File: config.mk
export PLATFORM = sky130hd
export DESIGN_NAME = rng_entropy_buffer
export DESIGN_NICKNAME = d
export VERILOG_FILES = /design/src/rtl/rng_entropy_buffer.sv
export SDC_FILE = /design/constraint.sdc
export NUM_CORES = 1
export LEC_CHECK = 0
export BUFFER_PORTS_ARGS = -buffer_cell sky130_fd_sc_hd__buf_2
export CAP_MARGIN = 20
export CORE_UTILIZATION = 50
export DETAILED_ROUTE_END_ITERATION = 8
export PLACE_DENSITY = 0.79
export SLEW_MARGIN = 10
export SYNTH_ARGS = -nofsm -noshare
export SYNTH_HDL_FRONTEND = slang
export SYNTH_SLANG_ARGS = --single-unit
File: constraint.sdc
create_clock -name clk -period 5.4 [get_ports clk]
set_input_delay 0.54 -clock clk [delete_from_list [all_inputs] [get_ports clk]]
set_output_delay 0.54 -clock clk [all_outputs]
set_load 0.01 [all_outputs]
File: src/rtl/rng_entropy_buffer.sv
// Entropy conditioning stage: whitens chaos x/y/z samples, discards a warm-up burst,
// applies a repetition-count health test and queues accepted words in a FWFT FIFO.
module rng_entropy_buffer #(
    parameter int unsigned DEPTH     = 8,
    parameter int unsigned WARMUP    = 16,
    parameter int unsigned REP_LIMIT = 4
) (
    input  logic                       clk,
    input  logic                       rst,
    input  logic                       en,
    input  logic                       sample_vld,
    input  logic [31:0]                x_i,
    input  logic [31:0]                y_i,
    input  logic [31:0]                z_i,
    input  logic                       pop,
    input  logic                       clr_fail,
    output logic [31:0]                rd_data,
    output logic                       rd_vld,
    output logic [$clog2(DEPTH):0]     level,
    output logic                       full,
    output logic                       overflow,
    output logic                       health_fail,
    output logic [1:0]                 state_o
);

    localparam int unsigned AW = $clog2(DEPTH);
    localparam int unsigned LW = AW + 1;
    localparam int unsigned RW = $clog2(REP_LIMIT + 1);

    typedef enum logic [1:0] {
        StIdle   = 2'd0,
        StWarmup = 2'd1,
        StRun    = 2'd2,
        StFail   = 2'd3
    } state_e;

    state_e          state_q, state_d;
    logic [15:0]     warm_q, warm_d;
    logic [RW-1:0]   rep_q, rep_d, rep_inc;
    logic [31:0]     last_q, last_d;
    logic            ovf_q, ovf_d;
    logic [31:0]     w;
    logic            push, flush, ovf_set, do_pop, is_full;

    logic [31:0]     mem [DEPTH];
    logic [AW-1:0]   wr_ptr_q, rd_ptr_q;
    logic [LW-1:0]   level_q;

    always_comb begin
        w       = x_i ^ {y_i[15:0], y_i[31:16]} ^ {z_i[7:0], z_i[31:8]};
        rep_inc = (w == last_q) ? rep_q + RW'(1) : RW'(1);
        is_full = (level_q == LW'(DEPTH));
        do_pop  = pop && (level_q != '0) && (state_q != StFail);

        state_d = state_q;
        warm_d  = warm_q;
        rep_d   = rep_q;
        last_d  = last_q;
        push    = 1'b0;
        flush   = 1'b0;
        ovf_set = 1'b0;

        unique case (state_q)
            StIdle: begin
                if (en) begin
                    state_d = StWarmup;
                    warm_d  = '0;
                end
            end
            StWarmup: begin
                if (!en) begin
                    state_d = StIdle;
                    warm_d  = '0;
                    rep_d   = '0;
                end else if (sample_vld) begin
                    warm_d = warm_q + 16'd1;
                    last_d = w;
                    rep_d  = RW'(1);
                    if (warm_q + 16'd1 == 16'(WARMUP)) state_d = StRun;
                end
            end
            StRun: begin
                if (!en) begin
                    state_d = StIdle;
                    warm_d  = '0;
                    rep_d   = '0;
                end else if (sample_vld) begin
                    last_d = w;
                    rep_d  = rep_inc;
                    if (rep_inc >= RW'(REP_LIMIT)) begin
                        state_d = StFail;
                        flush   = 1'b1;
                    end else if (!is_full || pop) begin
                        push = 1'b1;
                    end else begin
                        ovf_set = 1'b1;
                    end
                end
            end
            StFail: begin
                if (clr_fail) begin
                    state_d = StWarmup;
                    warm_d  = '0;
                    rep_d   = '0;
                end
            end
            default: state_d = StIdle;
        endcase

        if (ovf_set)       ovf_d = 1'b1;
        else if (clr_fail) ovf_d = 1'b0;
        else               ovf_d = ovf_q;
    end

    always_ff @(posedge clk) begin
        if (rst) begin
            state_q <= StIdle;
            warm_q  <= '0;
            rep_q   <= '0;
            last_q  <= '0;
            ovf_q   <= 1'b0;
        end else begin
            state_q <= state_d;
            warm_q  <= warm_d;
            rep_q   <= rep_d;
            last_q  <= last_d;
            ovf_q   <= ovf_d;
        end
    end

    // Storage needs no reset: rd_data is masked to zero whenever the FIFO is empty.
    always_ff @(posedge clk) begin
        if (!rst && push) mem[wr_ptr_q] <= w;
    end

    always_ff @(posedge clk) begin
        if (rst || flush) begin
            wr_ptr_q <= '0;
            rd_ptr_q <= '0;
            level_q  <= '0;
        end else begin
            if (push)   wr_ptr_q <= wr_ptr_q + AW'(1);
            if (do_pop) rd_ptr_q <= rd_ptr_q + AW'(1);
            if (push && !do_pop)      level_q <= level_q + LW'(1);
            else if (!push && do_pop) level_q <= level_q - LW'(1);
        end
    end

    always_comb begin
        rd_data     = (level_q != '0) ? mem[rd_ptr_q] : 32'h0;
        rd_vld      = (level_q != '0);
        level       = level_q;
        full        = is_full;
        overflow    = ovf_q;
        health_fail = (state_q == StFail);
        state_o     = state_q;
    end

endmodule

==> results.ini <==
[sta]
slew_violations=0
setup-violations-final=0
hold_viol=0
rsz0062_at_grt=no
tns_ns=0
max-slew-margin-rel_pct=32.3
finalClockSkew_ns=0.0230
post-route-min-period_ns=3.97
post-route-period-util_pct=73.5
worstMarginPinSlew_ns=1.02
clock.fmax_mhz=252

[placement]
dpl.hpwl_um=19100
place.gp.congestion=0.882
io_buffers=143

[power_and_ir_drop]
vdd_drop_max_uv=260
internal_power_mw=5.00
power_leakage_nw=5.62
clockPowerShare_pct=35.2
total_power_mw=6.93
switching_share_pct=27.8
p_seq_share_pct=42.0
power_switching_mw=1.93
combPwrFrac_pct=22.8
power_density_nw_per_um2=417

[setup_path]
r2r_end=level[3]$_SDFFE_PP0P_
r2r_cells=18
cp.arrival_ns=4.35
r2r_slack_ns=1.79
reg2reg_from=last_q[7]$_SDFFE_PP0P_
path_max_fanout=10
cp.required_ns=5.78
end_kind=flip-flop
critPathKind=input port to flip-flop
startpoint_type=input port

[route]
wirelength_um=31300
drt_first_iter_violations=813
vias_per_cell=5.70
drt_first_pass_iters=5
wl_per_cell_um=20.6
ant_nets=0
drc=0
vias=8683

[worst_hold_path]
hold_path_startpoint=clr_fail
worst_hold_path.endpoint=overflow$_SDFFE_PP0P_
min_path_type=input port to flip-flop
min_path_cells=2

[cts]
clkTransAtPathRegs_ns=0.06
cts_hold_buf=0
cts_setup_buffers=0
cts_buffer_depth=3
cts_tree=yes
cts_resized=0
ctsRootBufferMaster=clkbuf_16
cts_buffers=35
cts_sinks=323
clock_latency_ns=0.51
htree_num_levels=2

[global_route]
antenna_found_initial=3
grt_overflow_total=0
track_usage_pct=22.1
grt_pass1_wl_um=48200
grt_max_degree=65
grt_pass1_vias=8526

[outcome]
status=finished clean

[floorplanning]
initial_core_util_pct=51.0
ios=144
rows=61
die_area_sq_um=29100
die_h_um=171
die_w_um=171
core_region_area_sq_um=27900

[yosys]
syn_inst=965
async_flop_share_pct=0
ys_seq_area_share_pct=63.5
synth_edf_count=256
synth_area_sq_um=14200
ys_ff_latch=323
yosysWarnings=0
synth_nets=1079
ys_types=69
syn_area_per_cell_sq_um=14.7
yosys_most_used_dff=edfxtp_1

[run]
cap_viol_max_count=0

[layout]
syn_to_final_growth_pct=17.0
antennaDiodeCount=0
layout.nets=1233
n_fill_cell=2068
drive_gt1_share_pct=27.7

[power groups by stage]
| stage | logic, mW | registers (mW) | clock network (mW) |
|---|---|---|---|
| 2_1_floorplan | 1.13 | 2.88 | 0 |
| 3_3_place_gp | 1.57 | 2.96 | 0 |
| 3_5_place_dp | 1.60 | 2.97 | 0 |
| 4_1_cts | 1.61 | 2.92 | 2.47 |
| 5_1_grt | 1.73 | 2.93 | 2.57 |
| 6_report | 1.58 | 2.91 | 2.44 |
[worst max-delay path, stage by stage]
cell and delay (ns):
buf_2 0.10, xnor2_1 0.12, xnor2_1 0.63, xor2_1 0.20, or4_4 0.58, nor4_1 0.29
nand2_1 0.20, nand2b_1 0.11, buf_4 0.22, inv_2 0.05, ha_1 0.22, inv_1 0.12
ha_1 0.25, a21o_1 0.17, a21oi_1 0.16, xnor2_1 0.13, nor2_1 0.06, xnor2_1 0.13
nor2_1 0.05
[worst max-delay path by stage]
stage,endpoint,from,cells past startpoint,slack [ns]
2_1_floorplan,mem[2][0]$_DFFE_PP_,x_i[8],9,0.80
3_3_place_gp,level[3]$_SDFFE_PP0P_,x_i[13],19,1.03
3_5_place_dp,level[3]$_SDFFE_PP0P_,x_i[13],19,0.92
4_1_cts,level[3]$_SDFFE_PP0P_,x_i[13],19,1.46
5_1_grt,level[3]$_SDFFE_PP0P_,z_i[21],19,1.07
6_report,level[3]$_SDFFE_PP0P_,x_i[13],19,1.43
[flip-flops by register name, summed over array words and instances (netlist names), named ones only]
signal / count
warm_q: 16
level: 4
last_q: 32
overflow: 1
rep_q: 3
wr_ptr_q: 3
state_o: 2
rd_ptr_q: 3
mem: 256
[kinds of logic after synthesis]
| family | Yosys count | synth area share (%) |
|---|---|---|
| AND/OR/NAND/NOR | 262 | 9.07 |
| multiplexers | 99 | 12.6 |
| AO/OA/AOI/OAI | 114 | 4.87 |
| adder cells (fa/ha/maj) | 12 | 1.11 |
| buffers and inverters | 69 | 2.10 |
| flip-flops | 323 | 63.5 |
| XOR/XNOR | 86 | 6.69 |
[cells in the mapped netlist, types with 2 or more instances]
cell type,count,share of area (%)
nor2_1,71,1.9
dfxtp_1,67,9.4
xor3_2,2,0.35
nor3_1,10,0.35
nand4_1,4,0.18
o31ai_1,5,0.26
or4_4,3,0.24
o22ai_1,3,0.13
and3b_1,2,0.12
a31oi_1,3,0.13
nand2b_1,5,0.22
buf_1,12,0.32
ha_1,11,0.97
a311oi_1,2,0.12
nor4_1,10,0.44
o2bb2ai_1,2,0.12
a211oi_1,2,0.11
nand2_1,89,2.4
a21o_1,2,0.11
nand3_1,22,0.77
buf_2,5,0.18
mux4_2,64,10
xnor2_1,47,2.9
xor2_1,26,1.6
clkbuf_8,3,0.29
clkbuf_1,27,0.71
and3_1,3,0.13
o221ai_1,2,0.12
o21ai_0,17,0.60
nor3b_1,3,0.16
xor3_1,11,1.8
nor4b_1,4,0.25
edfxtp_1,256,54
or4_1,2,0.11
nand3_2,2,0.14
or3_1,11,0.48
a21oi_1,61,2.1
o32ai_1,2,0.12
nand3b_1,3,0.16
inv_1,20,0.53
mux2i_1,35,2.5
nor2b_1,3,0.13
and2_1,5,0.22
[per-stage QoR]
step                hold slack, ns  cells  setup slack [ns]  util (%)  cell area [sq um]
finish                       0.289   1524              1.43      59.7              16600
CTS                          0.273   1524              1.46      59.7              16600
global placement             0.442   1460              1.03      55.4              15400
detailed placement           0.449   1460             0.923      55.4              15400
floorplan                    0.436    965             0.796         -              14200
global route                 0.278   1524              1.07      59.7              16600
[cell usage in the layout, fill, tap and decap left out, drive strengths merged, types with 3 or more instances in the layout]
master	Yosys	final
clkinv	0	7
nor2b	3	3
or4	5	5
nand3	24	24
or3	11	11
nor4	11	11
a21oi	61	61
nand4	5	5
nand3b	3	3
o32ai	3	3
nand2b	5	5
xor3	13	13
o22ai	3	3
nor4b	5	5
nor3	10	10
a31oi	3	3
buf	18	165
ha	11	11
edfxtp	256	256
and2	5	5
nor2	71	71
nand2	89	89
bufinv	0	3
inv	21	25
mux2i	35	35
mux4	64	64
dfxtp	67	67
o21ai	19	19
nor3b	3	3
o31ai	5	5
clkbuf	30	48
xnor2	47	47
xor2	26	26
and3	4	4
[cell type report]
class,count,area (sq um),share of cell area [%]
sequential,323,9030,54.3
tap,378,473,2.84
clock inverter,16,188,1.13
multi-input combinational,573,4960,29.8
inverter,21,78.8,0.474
clock buffer,48,1020,6.12
timing repair buffer,165,881,5.30
[per-layer routing]
layer,part of all wire [%],up-vias,track usage (%),wire (um)
met5,0.11,-,0,33
met2,49,347,37.1,15400
met3,7.6,59,4.02,2380
li1,-,3971,-,-
met1,41,4300,29.6,12900
met4,2.1,6,6.31,653
(Power assumes the default switching activity.)
